### config.mk
export PLATFORM = sky130hd
export DESIGN_NAME = random_word_pool
export DESIGN_NICKNAME = d
export VERILOG_FILES = /design/src/rtl/random_word_pool_pkg.sv /design/src/rtl/random_word_pool_sync_fifo.sv /design/src/rtl/random_word_pool.sv
export SDC_FILE = /design/constraint.sdc
export NUM_CORES = 1
export LEC_CHECK = 0
export CORE_ASPECT_RATIO = 0.9
export CORE_MARGIN = 4
export CORE_UTILIZATION = 38
export CTS_CLUSTER_SIZE = 24
export DETAILED_ROUTE_END_ITERATION = 10
export SLEW_MARGIN = 20
export SYNTH_ARGS = -nofsm -noshare
export SYNTH_HDL_FRONTEND = slang
export SYNTH_HIERARCHICAL = 1
export SYNTH_SLANG_ARGS = --single-unit
export TNS_END_PERCENT = 20
### constraint.sdc
create_clock -name clk -period 5.1 [get_ports clk]
set_clock_uncertainty 0.1 [all_clocks]
set_input_delay 0.765 -clock clk [delete_from_list [all_inputs] [get_ports clk]]
set_output_delay 0.765 -clock clk [all_outputs]
set_load 0.005 [all_outputs]
### src/rtl/random_word_pool_pkg.sv
// Shared defaults and helpers for the random word pool.
// Contents:
//   DEFAULT_*  - default parameter values (RATE matches the whitener RATE)
//   idx_width  - width of an index/pointer over n entries, never below 1 bit
package random_word_pool_pkg;

    localparam int unsigned DEFAULT_RATE         = 8;
    localparam int unsigned DEFAULT_WORD_WIDTH   = 32;
    localparam int unsigned DEFAULT_DEPTH        = 4;
    localparam int unsigned DEFAULT_REPEAT_LIMIT = 4;

    function automatic int unsigned idx_width(input int unsigned n);
        return (n > 1) ? $clog2(n) : 1;
    endfunction

endpackage

### src/rtl/random_word_pool_sync_fifo.sv
// Synchronous word FIFO used by random_word_pool.
// Ports:
//   clk, rst  - clock, synchronous active-high reset (clears storage, pointers, level)
//   push      - write wr_data at the tail (ignored when full unless popping the same cycle)
//   pop       - drop the head (ignored when empty)
//   flush     - discard all content; takes priority over push/pop
//   wr_data   - word to write
//   rd_data   - word at the read pointer (stable while empty)
//   full      - level == DEPTH
//   empty     - level == 0
//   level     - words currently stored, 0..DEPTH
module random_word_pool_sync_fifo
    import random_word_pool_pkg::*;
#(
    parameter int unsigned WIDTH = DEFAULT_WORD_WIDTH,
    parameter int unsigned DEPTH = DEFAULT_DEPTH
) (
    input  logic                       clk,
    input  logic                       rst,
    input  logic                       push,
    input  logic                       pop,
    input  logic                       flush,
    input  logic [WIDTH-1:0]           wr_data,
    output logic [WIDTH-1:0]           rd_data,
    output logic                       full,
    output logic                       empty,
    output logic [$clog2(DEPTH+1)-1:0] level
);

    localparam int unsigned PW = idx_width(DEPTH);
    localparam int unsigned LW = $clog2(DEPTH + 1);

    logic [WIDTH-1:0] mem_q [DEPTH];
    logic [WIDTH-1:0] mem_d [DEPTH];
    logic [PW-1:0]    wr_ptr_q, wr_ptr_d;
    logic [PW-1:0]    rd_ptr_q, rd_ptr_d;
    logic [LW-1:0]    level_q, level_d;
    logic             push_ok, pop_ok;

    assign full    = (level_q == LW'(DEPTH));
    assign empty   = (level_q == '0);
    assign level   = level_q;
    assign rd_data = mem_q[rd_ptr_q];

    // A push into a full FIFO is only legal when the head leaves on the same edge.
    assign pop_ok  = pop && !empty;
    assign push_ok = push && (!full || pop_ok);

    always_comb begin
        mem_d    = mem_q;
        wr_ptr_d = wr_ptr_q;
        rd_ptr_d = rd_ptr_q;
        level_d  = level_q;
        if (flush) begin
            wr_ptr_d = '0;
            rd_ptr_d = '0;
            level_d  = '0;
        end else begin
            if (push_ok) begin
                mem_d[wr_ptr_q] = wr_data;
                wr_ptr_d        = wr_ptr_q + 1'b1;
            end
            if (pop_ok) begin
                rd_ptr_d = rd_ptr_q + 1'b1;
            end
            case ({push_ok, pop_ok})
                2'b10:   level_d = level_q + 1'b1;
                2'b01:   level_d = level_q - 1'b1;
                default: level_d = level_q;
            endcase
        end
    end

    always_ff @(posedge clk) begin
        if (rst) begin
            wr_ptr_q <= '0;
            rd_ptr_q <= '0;
            level_q  <= '0;
            for (int unsigned i = 0; i < DEPTH; i++) begin
                mem_q[i] <= '0;
            end
        end else begin
            wr_ptr_q <= wr_ptr_d;
            rd_ptr_q <= rd_ptr_d;
            level_q  <= level_d;
            mem_q    <= mem_d;
        end
    end

endmodule

### src/rtl/random_word_pool.sv
// Consumer stage for the spongent entropy whitener. Accepts RATE-bit random
// chunks over the whitener's valid/received handshake, packs them LSB-first
// into WORD_WIDTH-bit words, buffers the words in a small FIFO and runs a
// repetition health check on the accepted chunk stream.
// Ports:
//   clk, rst     - clock, synchronous active-high reset
//   in_data      - random chunk from the whitener
//   in_valid     - chunk valid
//   in_received  - registered one-cycle pulse: chunk taken
//   out_data     - head-of-FIFO word (meaningful while out_valid)
//   out_valid    - FIFO non-empty and no health failure
//   out_ready    - consumer pops the head when out_valid && out_ready
//   fill_level   - words stored, 0..DEPTH
//   health_fail  - sticky alarm, cleared only by rst
module random_word_pool
    import random_word_pool_pkg::*;
#(
    parameter int unsigned RATE         = DEFAULT_RATE,
    parameter int unsigned WORD_WIDTH   = DEFAULT_WORD_WIDTH,
    parameter int unsigned DEPTH        = DEFAULT_DEPTH,
    parameter int unsigned REPEAT_LIMIT = DEFAULT_REPEAT_LIMIT
) (
    input  logic                       clk,
    input  logic                       rst,
    input  logic [RATE-1:0]            in_data,
    input  logic                       in_valid,
    output logic                       in_received,
    output logic [WORD_WIDTH-1:0]      out_data,
    output logic                       out_valid,
    input  logic                       out_ready,
    output logic [$clog2(DEPTH+1)-1:0] fill_level,
    output logic                       health_fail
);

    localparam int unsigned CHUNKS = WORD_WIDTH / RATE;
    localparam int unsigned IW     = idx_width(CHUNKS);
    localparam int unsigned CW     = $clog2(REPEAT_LIMIT + 1);
    localparam int unsigned LW     = $clog2(DEPTH + 1);

    logic [IW-1:0]         idx_q, idx_d;
    logic [WORD_WIDTH-1:0] asm_q, asm_d;
    logic [RATE-1:0]       prev_q, prev_d;
    logic [CW-1:0]         rep_q, rep_d;
    logic                  holdoff_q, holdoff_d;
    logic                  in_received_q, in_received_d;
    logic                  health_fail_q, health_fail_d;

    logic                  accept;
    logic                  last_chunk;
    logic                  trip;
    logic                  push;
    logic                  pop;
    logic                  flush;
    logic                  fifo_full;
    logic                  fifo_empty;
    logic [WORD_WIDTH-1:0] fifo_rd_data;
    logic [LW-1:0]         fifo_level;

    assign last_chunk = (idx_q == IW'(CHUNKS - 1));
    assign out_valid  = !fifo_empty && !health_fail_q;
    assign pop        = out_valid && out_ready;

    // The last chunk of a word may only be taken if its word has somewhere to
    // go on the same edge: free space, or the head leaving this cycle.
    assign accept = in_valid && !holdoff_q && !health_fail_q &&
                    (!last_chunk || !fifo_full || pop);

    always_comb begin
        idx_d         = idx_q;
        asm_d         = asm_q;
        prev_d        = prev_q;
        rep_d         = rep_q;
        health_fail_d = health_fail_q;
        in_received_d = accept;
        // Holdoff covers the pulse cycle and the one after it, giving the
        // whitener time to drop valid before it is sampled again.
        holdoff_d     = accept || in_received_q;
        trip          = 1'b0;
        push          = 1'b0;
        if (accept) begin
            prev_d = in_data;
            // rep_q == 0 only before the first chunk after reset.
            if (rep_q != '0 && in_data == prev_q) begin
                rep_d = rep_q + 1'b1;
            end else begin
                rep_d = CW'(1);
            end
            for (int unsigned k = 0; k < CHUNKS; k++) begin
                if (idx_q == IW'(k)) begin
                    asm_d[k*RATE +: RATE] = in_data;
                end
            end
            if (rep_d == CW'(REPEAT_LIMIT)) begin
                trip          = 1'b1;
                health_fail_d = 1'b1;
            end else if (last_chunk) begin
                push = 1'b1;
            end
            idx_d = last_chunk ? '0 : idx_q + 1'b1;
        end
    end

    assign flush = trip || health_fail_q;

    always_ff @(posedge clk) begin
        if (rst) begin
            idx_q         <= '0;
            asm_q         <= '0;
            prev_q        <= '0;
            rep_q         <= '0;
            holdoff_q     <= 1'b0;
            in_received_q <= 1'b0;
            health_fail_q <= 1'b0;
        end else begin
            idx_q         <= idx_d;
            asm_q         <= asm_d;
            prev_q        <= prev_d;
            rep_q         <= rep_d;
            holdoff_q     <= holdoff_d;
            in_received_q <= in_received_d;
            health_fail_q <= health_fail_d;
        end
    end

    random_word_pool_sync_fifo #(
        .WIDTH (WORD_WIDTH),
        .DEPTH (DEPTH)
    ) u_fifo (
        .clk     (clk),
        .rst     (rst),
        .push    (push),
        .pop     (pop),
        .flush   (flush),
        .wr_data (asm_d),
        .rd_data (fifo_rd_data),
        .full    (fifo_full),
        .empty   (fifo_empty),
        .level   (fifo_level)
    );

    assign in_received = in_received_q;
    assign health_fail = health_fail_q;
    assign out_data    = fifo_rd_data;
    assign fill_level  = fifo_level;

endmodule

==> results of run 1 <==
routing by layer:
| layer | GRT usage | part of all wire | vias to the layer above |
|---|---|---|---|
| met5 | 0 | 0 | - |
| met4 | 0.0578 | 0.022 | 0 |
| met3 | 0.0309 | 0.032 | 32 |
| li1 | - | - | 2627 |
| met2 | 0.264 | 0.47 | 75 |
| met1 | 0.214 | 0.48 | 2632 |
worst register-to-register path, cell delays in order, from the launching register on:
cell,delay [ns]
dfxtp_1,0.35
nor3_1,0.50
or3b_4,0.27
inv_2,0.12
o21ai_2,0.58
o31ai_1,0.24
nor2b_1,0.38
and3_1,0.69
buf_4,0.39
mux2i_1,0.21
flip-flops by register name, indices dropped and copies added (netlist names):
register         flops
u_fifo/mem_q       128
asm_q               32
prev_q               8
rep_q                3
u_fifo/level         3
idx_q                2
u_fifo/rd_ptr_q      2
u_fifo/wr_ptr_q      2
health_fail          1
holdoff_q            1
in_received          1
per-stage QoR:
stage | std cells | hold WS [ns] | cell area [um^2] | total power, W
CTS | 1083 | 0.369 | 9740 | 0.00306
global route | 1083 | 0.393 | 9750 | 0.00313
floorplan | 749 | 0.345 | 8380 | 0.00158
finish | 1083 | 0.368 | 9750 | 0.00303
detailed placement | 1051 | 0.360 | 9100 | 0.00163
global placement | 1051 | 0.353 | 9100 | 0.00162
cell usage after synthesis, types with 2 or more instances:
| library cell | number | area [um^2] |
|---|---|---|
| and3_1 | 3 | 18.8 |
| nand3_1 | 3 | 15.0 |
| mux2_2 | 32 | 360 |
| dfxtp_1 | 183 | 3660 |
| mux4_2 | 32 | 721 |
| xor2_1 | 10 | 87.6 |
| and2b_1 | 8 | 60.1 |
| o21ai_0 | 2 | 10.0 |
| ha_1 | 11 | 138 |
| buf_2 | 5 | 25.0 |
| nand3_2 | 2 | 20.0 |
| inv_1 | 12 | 45.0 |
| buf_4 | 9 | 67.6 |
| nor2_1 | 10 | 37.5 |
| nor2b_1 | 26 | 163 |
| nand4_1 | 3 | 18.8 |
| clkbuf_1 | 31 | 116 |
| or3_1 | 3 | 18.8 |
| o211ai_4 | 3 | 63.8 |
| nand2b_1 | 160 | 1000 |
| buf_6 | 2 | 22.5 |
| mux2i_1 | 130 | 1300 |
| nand2_1 | 28 | 105 |
| a21oi_1 | 16 | 80.1 |
| nor3_1 | 3 | 15.0 |
power by group:
part | switching (W) | internal, W | leakage [nW]
registers | 0.00000711 | 0.00144 | 1.48
clock network | 0.000578 | 0.000855 | 0.316
logic | 0.0000785 | 0.0000657 | 2.21
total | 0.000664 | 0.00236 | 4.00
cells in the final DEF (no fill, tap or decap), types with 4 or more instances in the layout:
cell	netlist	routed
a21oi_1	16	16
and2b_1	8	8
buf_4	9	7
bufinv_16	0	4
clkbuf_16	0	17
clkdlybuf4s50_1	0	48
dfxtp_1	183	182
ha_1	11	11
inv_1	12	12
mux2_2	32	32
mux2i_1	130	130
mux4_2	32	32
nand2_1	28	28
nand2b_1	160	160
nor2_1	10	10
nor2b_1	26	26
xor2_1	10	10
cell type report:
cell class | instances | share of cell area
clock buffer | 19 | 0.0465
clock inverter | 13 | 0.0198
inverter | 13 | 0.00501
multi-input combinational | 506 | 0.456
sequential | 183 | 0.376
tap | 291 | 0.0374
timing repair buffer | 58 | 0.0599
how the worst max path moves through the flow:
stage                          startpoint                to  slack (ns)  depth (start not counted)
after CTS                 u_fifo/level[2]  u_fifo/mem_q[73]        1.18                          9
after global routing      u_fifo/level[2]  u_fifo/mem_q[72]        0.87                          9
after floorplan                in_data[5]   u_fifo/level[2]        1.87                         11
final                     u_fifo/level[2]  u_fifo/mem_q[73]        1.20                          9
after detailed placement       in_data[5]   u_fifo/level[2]        0.82                         12
after global placement         in_data[5]   u_fifo/level[2]        0.88                         12
logic make-up after synthesis:
kind of cell / count (synthesis)
adder cells (fa/ha/maj): 12
AND/OR/NAND/NOR: 257
flip-flops: 183
AO/OA/AOI/OAI: 32
XOR/XNOR: 11
buffers and inverters: 60
multiplexers: 194
==> results.toml, run 1 <==
[worst_setup_path]
cp_max_fo = 17
r2r-end = "u_fifo/mem_q[73]"
crit_type = "reg2reg"
critPathSlowestCell = "and3_1"
cp.arrival_ns = 4.16
r2r_slack_ns = 1.20
path_cells = "nor3_1, or3b_4, inv_2, o21ai_2, o31ai_1, nor2b_1, and3_1, buf_4, mux2i_1"
max_stage_delay_ns = 0.69
cp-start-kind = "flip-flop"
reg2reg_depth = 9
worstPathRequired_ns = 5.36
path_buf_inv = 2
cp_top_family = "simple AND/OR/NAND/NOR gates"
cp-end-kind = "flip-flop"
timing.rr.start = "u_fifo/level[2]"

[global_route]
antenna_found_initial = 0
grt_max_degree = 132
grt_usage = 0.162
first_global_vias = 5736
grt.overflow.total = 0
grt_pass1_wl_um = 30900

[power]
peakVddDrop_mv = 0.191
power.density_nw_per_um2 = 311
power_leakage_nw = 4.00

[floorplan]
die_h_um = 149
coreArea_um2 = 21700
rows = 51
die_area_um2 = 24500
initial_core_util = 0.386
die_x_um = 165
ios = 50

[clocking]
insertion_delay_ns = 0.43
cts.sink_count = 183
root_buffer = "clkbuf_16"
cts_setup_buffers = 0
clock_path_buffers = 2
path_clk_slew_ns = 0.07
cts_tree = "done"
cts-resized-gates = 0
numCtsBuffers = 17
htreeDepth = 4
hold_buffers = 0

[yosys]
ys.flop_type = "dfxtp_1"
syn_nets = 773
ys_ff_latch = 183
synth_compound_area_frac = 0.0310
ys_seq_area_frac = 0.437
muxShareOfSynthArea = 0.284
synth-xor-area-share = 0.0115
synth_area_um2 = 8380
ys_warn_count = 6
avgSynthCellArea_um2 = 11.2
synth_top_family_by_area = "multiplexers"
synth_cell_type_count = 47
synth_enable_flop_cells = 0
synth_cells = 749
synthAdderAreaFrac = 0.0188
async_flop_share = 0
synthSimpleGateAreaFrac = 0.184

[job]
maxCapViolCount = 0

[sta]
rsz0062_at_grt = "false"
fmax_ghz = 0.257
finalSetupViolCount = 0
setup_ws_ns = 1.20
period_minus_slack_ns = 3.90
min_period_over_period = 0.764
finalHoldViolations = 0
relSlewSlack = 0.454
finalSetupTns_ns = 0
maxSlewViolCount = 0
tightestPinTransition_ns = 0.819

[hold_path]
hold_path_startpoint = "prev_q[6]"
holdPathStages = 2
holdPathEnd = "prev_q[6]"
hp-class = "reg2reg"

[routing]
drtIter0Drc = 217
vias = 5366
drc = 0
via_per_inst = 4.95
post_drt_wl_per_cell_um = 17.5
first_pass_iters = 4
drtAntennaViolNets = 0
detail_route.wirelength_um = 19000

[final_layout]
fillers = 2035
regArea_um2 = 3660
finalCoreUtilization = 0.449
drive_gt1_frac = 0.152
fin_nets = 803
multi_input_area_um2 = 4440
area_delta_synth_final_pct = 16.3
diodes = 0

[placement]
place_ws_ns = 0.823
port_buffers = 49
place_congestion = 0.770
place_hpwl_um = 12400

[run_status]
status = "completed"
Note: power is estimated with default switching activity, not from simulation.
==> run 2, diff against run 1 <==
clock period = 3.65 ns   (was 5.1 ns; I/O delays follow)
==> run 2 against run 1 <==
  * Via count is 1.7% higher
  * Power is 36% higher
  * Sequential cell count stayed put
  * Cell count is 2.1% higher
==> results.toml, run 2 (synthesized netlist as in run 1, its figures left out) <==
[power]
power_frac_clock = 0.457
switching_share = 0.224
p_seq_frac = 0.491
p_comb_frac = 0.052
power_leakage_nw = 4.11
peakVddDrop_mv = 0.264
power_switching_w = 0.000925
power.density_nw_per_um2 = 415
intPower_w = 0.00320

[routing]
drc = 0
detail_route.wirelength_um = 19000
post_drt_wl_per_cell_um = 17.2
first_pass_iters = 5
drtAntennaViolNets = 0
drtIter0Drc = 278
via_per_inst = 4.93
vias = 5458

[worst_setup_path]
reg2reg_depth = 11
cp-start-kind = "flip-flop"
path_cells = "nor3_1, or3b_4, inv_2, or4b_1, nand2_1, ha_1, inv_1, fa_1, xor2_1, or3_1, a21oi_1"
r2r-end = "u_fifo/level[2]"
max_stage_delay_ns = 0.53
critPathSlowestCell = "nor3_1"
cp-end-kind = "flip-flop"
path_buf_inv = 2
cp_max_fo = 10
r2r_slack_ns = 0.29
cp_top_family = "simple AND/OR/NAND/NOR gates"
worstPathRequired_ns = 3.91
crit_type = "reg2reg"
cp.arrival_ns = 3.62
timing.rr.start = "u_fifo/level[2]"

[clocking]
htreeDepth = 4
clock_path_buffers = 2
cts-resized-gates = 0
path_clk_slew_ns = 0.07
hold_buffers = 0
numCtsBuffers = 17
cts.sink_count = 183
insertion_delay_ns = 0.43
cts_tree = "done"
cts_setup_buffers = 0
root_buffer = "clkbuf_16"

[global_route]
grt_usage = 0.160
grt_max_degree = 114
first_global_vias = 5767
antenna_found_initial = 0
grt.overflow.total = 0
grt_pass1_wl_um = 30400

[floorplan]
coreArea_um2 = 21700
die_h_um = 149
die_area_um2 = 24500
initial_core_util = 0.386
rows = 51
ios = 50
die_x_um = 165

[sta]
worst_hold_slack_ns = 0.366
period_minus_slack_ns = 3.36
finalSetupTns_ns = 0
rsz0062_at_grt = "false"
finalHoldViolations = 0
tightestPinTransition_ns = 0.915
finalSetupViolCount = 0
relSlewSlack = 0.390
maxSlewViolCount = 0
min_period_over_period = 0.921
fmax_ghz = 0.297

[final_layout]
multi_input_area_um2 = 4440
drive_gt1_frac = 0.174
regArea_um2 = 3660
regMostFlops = "u_fifo/mem_q"
largestRegisters = "u_fifo/mem_q (128), asm_q (32), prev_q (8)"
layout_commonest_cell = "dfxtp_1"
area_delta_synth_final_pct = 18.4
largest_reg_flops = 128
final_cell_mix = "dfxtp_1 (182), nand2b_1 (160), mux2i_1 (130)"
fin_nets = 825
fillers = 1967

[job]
maxCapViolCount = 0

[hold_path]
hp-class = "reg2reg"
holdPathEnd = "prev_q[7]"
hold_path_startpoint = "prev_q[7]"
holdPathStages = 2

[run_status]
status = "completed"

[placement]
port_buffers = 49
place_hpwl_um = 12500
place_congestion = 0.751
==> run 2: cell count changes in the layout (fill, tap and decap cells not counted) <==
cell       before  now
clkinv_2        2    5
buf_12          2    7
clkbuf_8        2    0
bufinv_16       4    3
clkinv_4        2    3
buf_6           1    0
buf_4           7   25
inv_8           1    0
diode_2         0    1
==> run 2: layer usage <==
layer	GRT usage	vias to the layer above	wire length [um]
met1	0.216	2673	9220
met3	0.0401	12	630
met4	0.0333	0	144
met5	0	-	0
li1	-	2679	-
met2	0.261	94	9010
==> run 2: worst max path at each step <==
stage | startpoint | end | slack (ns) | cells past startpoint
after floorplan | u_fifo/level[2] | u_fifo/level[2] | 0.52 | 12
after global placement | in_data[5] | u_fifo/level[2] | 0.08 | 12
after detailed placement | in_data[5] | u_fifo/level[2] | 0.06 | 12
after CTS | u_fifo/level[2] | u_fifo/level[2] | 0.31 | 11
after global routing | u_fifo/level[2] | u_fifo/level[2] | 0.06 | 11
final | u_fifo/level[2] | u_fifo/level[2] | 0.29 | 11
==> run 2: cell type report <==
type,count,area share
timing repair buffer,80,0.0814
clock buffer,17,0.0428
antenna,1,0.000252
inverter,13,0.00491
sequential,183,0.369
tap,291,0.0367
multi-input combinational,506,0.447
clock inverter,15,0.0176
==> run 2: metrics by stage <==
step | cell area (um^2) | worst slack [ns] | utilization | power [W] | cells
2_1_floorplan | 8380 | 0.515 | - | 0.00221 | 749
4_1_cts | 9930 | 0.312 | 0.458 | 0.00416 | 1105
3_5_place_dp | 9330 | 0.0625 | 0.430 | 0.00229 | 1073
6_report | 9930 | 0.287 | 0.458 | 0.00413 | 1106
3_3_place_gp | 9330 | 0.0810 | 0.430 | 0.00228 | 1073
5_1_grt | 9930 | 0.0578 | 0.458 | 0.00427 | 1105
==> run 2: power by group through the flow <==
stage          Clock (W)  Sequential [W]  Combinational [W]
2_1_floorplan          0         0.00207           0.000144
5_1_grt          0.00201         0.00203           0.000234
3_5_place_dp           0         0.00207           0.000215
3_3_place_gp           0         0.00207           0.000209
4_1_cts          0.00192         0.00203           0.000216
6_report         0.00188         0.00203           0.000214
==> run 2: worst min-delay path: cells and delay by family, from the launching register on <==
| kind | cells | cell delay (ns) |
|---|---|---|
| AO/OA/AOI/OAI | 1 | 0.05 |
| AND/OR/NAND/NOR | 1 | 0.05 |
| flip-flops | 1 | 0.32 |
==> run 3, diff against run 2 <==
CORE_UTILIZATION = 35   (was 38)
SKIP_LAST_GASP = 1   (was default)
==> run 3 against run 2 <==
  * Count of clock-buffer cells in the layout is 6 higher
  * Design area hardly changed
  * Setup slack better by 0.066 ns
  * Clock power hardly changed
  * Critical path depth stayed put
  * Sequential cell count stayed put
  * First-iteration DRC count is 3.2% lower
  * Routed wire length is 1.8% lower
  * Critical path type unchanged
  * Global-route usage is 1.5 points lower
==> results.toml, run 3 (synthesized netlist as in run 1, its figures left out) <==
[floorplan]
initial_core_util = 0.357
die_x_um = 171
rows = 53
ios = 50
coreArea_um2 = 23500
die_area_um2 = 26500
die_h_um = 155

[routing]
drtIter0Drc = 269
post_drt_wl_per_cell_um = 16.8
drc = 0
vias = 5391
drtAntennaViolNets = 0
via_per_inst = 4.84
first_pass_iters = 4
detail_route.wirelength_um = 18700

[clocking]
root_buffer = "clkbuf_16"
insertion_delay_ns = 0.42
cts-resized-gates = 0
cts_tree = "done"
cts.sink_count = 183
numCtsBuffers = 17
htreeDepth = 4
path_clk_slew_ns = 0.07
clock_path_buffers = 2
cts_setup_buffers = 0
hold_buffers = 0

[global_route]
grt_pass1_wl_um = 30200
first_global_vias = 5497
antenna_found_initial = 0
grt.overflow.total = 0
grt_usage = 0.145
grt_max_degree = 131

[power]
peakVddDrop_mv = 0.289
power_leakage_nw = 4.10
fin_total_pwr_w = 0.00413
power.density_nw_per_um2 = 416

[worst_setup_path]
cp-end-kind = "flip-flop"
crit_start = "u_fifo/level[0]"
cp.arrival_ns = 3.55
r2r_slack_ns = 0.35
worstPathRequired_ns = 3.91
timing.rr.start = "u_fifo/level[0]"
cp_max_fo = 10
crit_end = "u_fifo/level[2]"
reg2reg_depth = 11
crit_type = "reg2reg"
cp-start-kind = "flip-flop"
r2r-end = "u_fifo/level[2]"

[sta]
finalSetupViolCount = 0
fmax_ghz = 0.303
tightestPinTransition_ns = 0.869
finalSetupTns_ns = 0
rsz0062_at_grt = "false"
relSlewSlack = 0.421
worst_hold_slack_ns = 0.371
maxSlewViolCount = 0
period_minus_slack_ns = 3.30
min_period_over_period = 0.903
finalHoldViolations = 0

[final_layout]
drive_gt1_frac = 0.169
regMostFlops = "u_fifo/mem_q"
diodes = 0
finalCoreUtilization = 0.423
largestRegisters = "u_fifo/mem_q (128), asm_q (32), prev_q (8)"
fin_nets = 824
final_cell_mix = "dfxtp_1 (181), nand2b_1 (160), mux2i_1 (130)"
area_delta_synth_final_pct = 18.4
layout_commonest_cell = "dfxtp_1"
largest_reg_flops = 128

[hold_path]
hp-class = "reg2reg"
holdPathStages = 2

[run_status]
status = "completed"

[placement]
port_buffers = 49
place_congestion = 0.776
place_hpwl_um = 12000

[job]
maxCapViolCount = 0
run 3: cell count changes in the layout (fill, tap and decap cells not counted), sizes merged:
| cell | delta |
|---|---|
| buf | -1 |
| clkbuf | +6 |
| clkinv | -7 |
| clkinvlp | +1 |
| diode | -1 |
| inv | -2 |
run 3: power breakdown:
group          total, W  leakage, nW  switching (W)  internal [W]
sequential      0.00203         1.48     0.00000999       0.00202
combinational  0.000215         2.33       0.000112      0.000103
clock           0.00189        0.286       0.000760       0.00113
total           0.00413         4.10       0.000882       0.00325
run 3: area by class of cell:
| type | count | area (um^2) |
|---|---|---|
| Inverter | 13 | 48.8 |
| Sequential cell | 183 | 3670 |
| Fill cell | 2266 | 13500 |
| Multi-Input combinational cell | 506 | 4440 |
| Clock inverter | 7 | 119 |
| Timing Repair Buffer | 79 | 801 |
| Clock buffer | 23 | 478 |
| Tap cell | 302 | 378 |
run 3: worst max-delay path: stages, from the launching register on:
cell and delay, ns:
dfxtp_1 0.36, nor3_1 0.52, or3b_4 0.28, inv_2 0.12
or4b_1 0.52, nand2_1 0.12, ha_1 0.18, inv_1 0.06
fa_1 0.37, xor2_1 0.15, or3_1 0.30, a21oi_1 0.14
run 3: worst min path at each step:
stage / from / slack [ns] / endpoint
6_report: u_fifo/mem_q[73] / 0.37 / u_fifo/mem_q[73]
5_1_grt: u_fifo/mem_q[77] / 0.39 / u_fifo/mem_q[77]
4_1_cts: u_fifo/mem_q[56] / 0.38 / u_fifo/mem_q[56]
3_5_place_dp: u_fifo/mem_q[77] / 0.36 / u_fifo/mem_q[77]
3_3_place_gp: u_fifo/mem_q[77] / 0.36 / u_fifo/mem_q[77]
2_1_floorplan: u_fifo/mem_q[64] / 0.35 / u_fifo/mem_q[64]
run 3: stage by stage:
step	worst slack (ns)	cells	instance area, um^2
finish	0.353	1113	9930
global route	0.0343	1113	9930
CTS	0.264	1113	9930
detailed placement	0.239	1083	9330
global placement	0.245	1083	9330
floorplan	0.515	749	8380
run 3: layer usage:
metal	GRT usage	part of all wire
met5	0	0
met4	0.0381	0.013
met3	0.0327	0.028
met2	0.225	0.46
met1	0.204	0.50
==> RTL edit 1: new RTL, settings of run 2 <==
Register the output `fill_level`, without a reset; this adds one clock of latency there. The other outputs are not delayed to match.
--- a/src/rtl/random_word_pool.sv
+++ b/src/rtl/random_word_pool.sv
@@ -141,7 +141,9 @@
     assign in_received = in_received_q;
     assign health_fail = health_fail_q;
     assign out_data    = fifo_rd_data;
-    assign fill_level  = fifo_level;
+    always_ff @(posedge clk) begin
+        fill_level <= fifo_level;
+    end
 
 endmodule
 
Behaviour: no difference found for any inputs over 10 cycles, from zero or initial values and one cycle with rst high; that may be too few to reach the edited logic, so the function may still have changed.
==> RTL edit 1 against run 2 <==
  * Sequential cell count rose by 3
  * Area after synthesis barely moved
  * Die area barely moved
  * Wire length rose by 1.8%
  * Largest power group unchanged
  * Power rose by 0.38%
  * Sequential share of layout area rose by 0.62 points
  * Largest cell class unchanged
  * Synthesized cell count rose by 0.40%
  * Final area barely moved
  * Setup slack improved by 0.087 ns
  * Global-route usage rose by 0.39 points
==> RTL edit 1: results <==
group,metric,value,unit
run_status,run_status,"complete, no violations",
finish,final_nets,827,
yosys,synth-compound-area-share,2.56,%
yosys,synth.top_cells.by_count,"sky130_fd_sc_hd__dfxtp_1 (186), sky130_fd_sc_hd__nand2b_1 (161), sky130_fd_sc_hd__mux2i_1 (130)",
placement,detailed_place_hpwl,12800,µm
finish,final_cell_count_no_fill,1107,
placement,buffer_ports.inserted,49,
power_and_ir_drop,power_density,417,mW/mm²
timing,finalCriticalPeriod,3.28,ns
drt,met2WireLength,9240,µm
finish,final_layout_size_suffix_gt1_share,16.8,%
drt,detailedRoute.firstPassIterationCount,6,
global_route,met1_routing_resource_usage_after_global_routing,22.4,%
global_route,gr-usage-met2,26.3,%
global_route,globalRouteTotalUtil,16.4,%
yosys,synth_area_in_adders,1.88,%
global_route,globalRouteMet3Util,3.81,%
worst_hold_path,min_to,"fill_level[2]",
placement,dp_slack,-0.0151,ns
timing,fin_worst_hold_slack,0.307,ns
yosys,synth.net_count,776,
power_and_ir_drop,static-leakage-power,4.10,nW
global_route,vias_in_the_first_global_route,5811,
finish,n_antenna_cell,0,
finish,final.fill_count,2011,
placement,placed_area,0.00933,mm²
drt,vias,5510,
global_route,grt_first_pass_wirelength,31100,µm
timing,worst-slew-pin-transition,0.936,ns
worst_hold_path,hold_path.startpoint,"u_fifo/level[2]",
worst_setup_path,data_arrival_at_the_endpoint_of_the_critical_path,3.54,ns
yosys,sequential_cell_area_fraction_in_the_yosys_report,44.4,%
worst_setup_path,startpoint_of_the_most_critical_setup_path,"u_fifo/level[0]",
placement,post-place-cells,1075,
yosys,yosys-mux-area-fraction,28.4,%
drt,wl_per_cell,17.5,µm
worst_hold_path,hold_depth,0,
drt,drt_iter0_markers,256,
yosys,synth_area_in_xor_xnor,1.15,%
worst_setup_path,path_max_fanout,12,
yosys,ys_types,40,
yosys,synth_area_per_cell,11.2,µm²
worst_setup_path,r2r_slack,0.37,ns
global_route,grt_start_max_net_pins,113,
yosys,synth_top_cells_by_area,"sky130_fd_sc_hd__dfxtp_1 (44%), sky130_fd_sc_hd__mux2i_1 (16%), sky130_fd_sc_hd__nand2b_1 (12%)",
RTL edit 1: cell families (layout without fill, tap and decap cells):
logic type / count (synthesis) / in the layout
flip-flops: 186 / 186
buffers and inverters: 60 / 124
adder cells (fa/ha/maj): 12 / 12
multiplexers: 194 / 194
AO/OA/AOI/OAI: 32 / 32
AND/OR/NAND/NOR: 257 / 257
XOR/XNOR: 11 / 11
RTL edit 1: final cells by class:
cell class,count,share of cell area (%)
well taps,291,3.67
clock buffers,20,4.50
repair buffers,81,8.22
flip-flops and latches,186,37.5
clock inverters,12,1.49
inverters,11,0.416
multi-input cells,506,44.2
RTL edit 1: power breakdown:
part	switching, mW	total, mW	leakage (nW)	internal [mW]
combinational	0.113	0.213	2.31	0.101
sequential	0.00990	2.06	1.50	2.05
clock	0.774	1.87	0.290	1.09
==> RTL edit 2: new RTL, config.mk and constraints of run 2 <==
Without the edit above. `DEFAULT_RATE`: 8 -> 16.
--- a/src/rtl/random_word_pool_pkg.sv
+++ b/src/rtl/random_word_pool_pkg.sv
@@ -4,7 +4,7 @@
 //   idx_width  - width of an index/pointer over n entries, never below 1 bit
 package random_word_pool_pkg;
 
-    localparam int unsigned DEFAULT_RATE         = 8;
+    localparam int unsigned DEFAULT_RATE         = 16;
     localparam int unsigned DEFAULT_WORD_WIDTH   = 32;
     localparam int unsigned DEFAULT_DEPTH        = 4;
     localparam int unsigned DEFAULT_REPEAT_LIMIT = 4;
Interface: changed (resized in_data); port bits go from 50 to 58. No check against the original RTL was run, so the function may have changed too.
==> RTL edit 2 against run 2 <==
  * Setup slack gained 0.067 ns
  * Sequential cell count increased by 7
  * Wire length is 3.9% higher
  * Largest power group unchanged
  * Power grew 6.1%
  * Critical path depth decreased by 1
  * Via count is 2.5% higher
  * Final area is 1.4% higher
  * Die area rose by 2.4%
  * Synthesized cell count up 4.7%
  * Sequential power up 5%
  * Area after synthesis grew 2.6%
  * Non-clock buffer count is 1 lower
==> RTL edit 2: results <==
group,metric,value,unit
power_and_ir_drop,static-leakage-power,4.11,nW
worst_setup_path,worst_path_largest_cell_delay,0.67,ns
yosys,yosys-mux-area-fraction,28.0,%
drt,wl_per_cell,17.4,µm
yosys,sequential_cell_area_fraction_in_the_yosys_report,44.2,%
finish,final_layout_size_suffix_gt1_share,15.2,%
power_and_ir_drop,p_comb,0.348,mW
yosys,synth_area_in_xor_xnor,1.93,%
worst_setup_path,path_max_fanout,7,
worst_hold_path,hold_path.startpoint,"prev_q[3]",
run_status,run_status,"complete, no violations",
timing,worst-slew-pin-transition,0.975,ns
worst_setup_path,data_arrival_at_the_endpoint_of_the_critical_path,3.56,ns
power_and_ir_drop,p_total,4.38,mW
global_route,grt_first_pass_wirelength,32200,µm
global_route,initial_antenna_violation_count,2,
power_and_ir_drop,internal_power,3.35,mW
yosys,synth.net_count,812,
placement,buffer_ports.inserted,57,
placement,detailed_place_hpwl,12800,µm
drt,detailedRoute.firstPassIterationCount,4,
yosys,synth_area_in_adders,1.25,%
yosys,ys_types,40,
worst_setup_path,slowest_stage,"sky130_fd_sc_hd__or4b_1",
power_and_ir_drop,ir_drop,0.000294,V
finish,final_nets,857,
yosys,synth_top_cells_by_area,"sky130_fd_sc_hd__dfxtp_1 (44%), sky130_fd_sc_hd__mux2i_1 (15%), sky130_fd_sc_hd__nand2b_1 (12%)",
finish,reg_top3,"u_fifo/mem_q: 128 flops, asm_q: 32 flops, prev_q: 16 flops",
worst_setup_path,crit-reg2reg-launch,"u_fifo/level[0]",
power_and_ir_drop,power_sequential,2.14,mW
-- RTL edit 2: changes by cell type in the layout (fill, tap and decap cells not counted), moves of 4 or more --
cell / change
sky130_fd_sc_hd__a21oi_1: +5
sky130_fd_sc_hd__ha_1: -4
sky130_fd_sc_hd__mux2_2: -8
sky130_fd_sc_hd__buf_4: -6
sky130_fd_sc_hd__nor2b_1: -22
sky130_fd_sc_hd__mux2_4: +8
sky130_fd_sc_hd__xor2_1: -7
sky130_fd_sc_hd__and2_1: +32
sky130_fd_sc_hd__and2b_1: -8
sky130_fd_sc_hd__clkdlybuf4s50_1: +8
sky130_fd_sc_hd__xnor2_1: +15
sky130_fd_sc_hd__dfxtp_1: +6
sky130_fd_sc_hd__nand2_1: +15
-- RTL edit 2: path summary, 6_finish.rpt --
kind	end	slack [ns]	depth (start not counted)
setup / recovery	u_fifo/level[2]	0.35	10
hold / removal	prev_q[3]	0.37	2
setup reg to reg	u_fifo/level[2]	0.35	10
hold reg to reg	prev_q[3]	0.37	2
-- RTL edit 2: metrics by stage --
stage,cell area (µm²),std cells,setup slack (ns)
after floorplan,8600,784,0.587
after global placement,9470,1101,0.182
after detailed placement,9470,1101,0.142
after CTS,10100,1133,0.361
after global routing,10100,1133,0.0433
final,10100,1133,0.354
-- RTL edit 2: final cells by class --
type,count,area [µm²]
inverters,9,33.8
repair buffers,79,783
multi-input cells,532,4480
flip-flops and latches,190,3810
well taps,291,364
clock buffers,20,467
clock inverters,12,131
fillers,2079,11900
-- RTL edit 2: routing by layer --
layer	GRT usage, %	part of all wire [%]	vias up
li1	-	-	2754
met1	23.8	53	2749
met2	24.6	42	80
met3	3.70	3.8	9
met4	3.80	0.87	0
met5	0	0	-
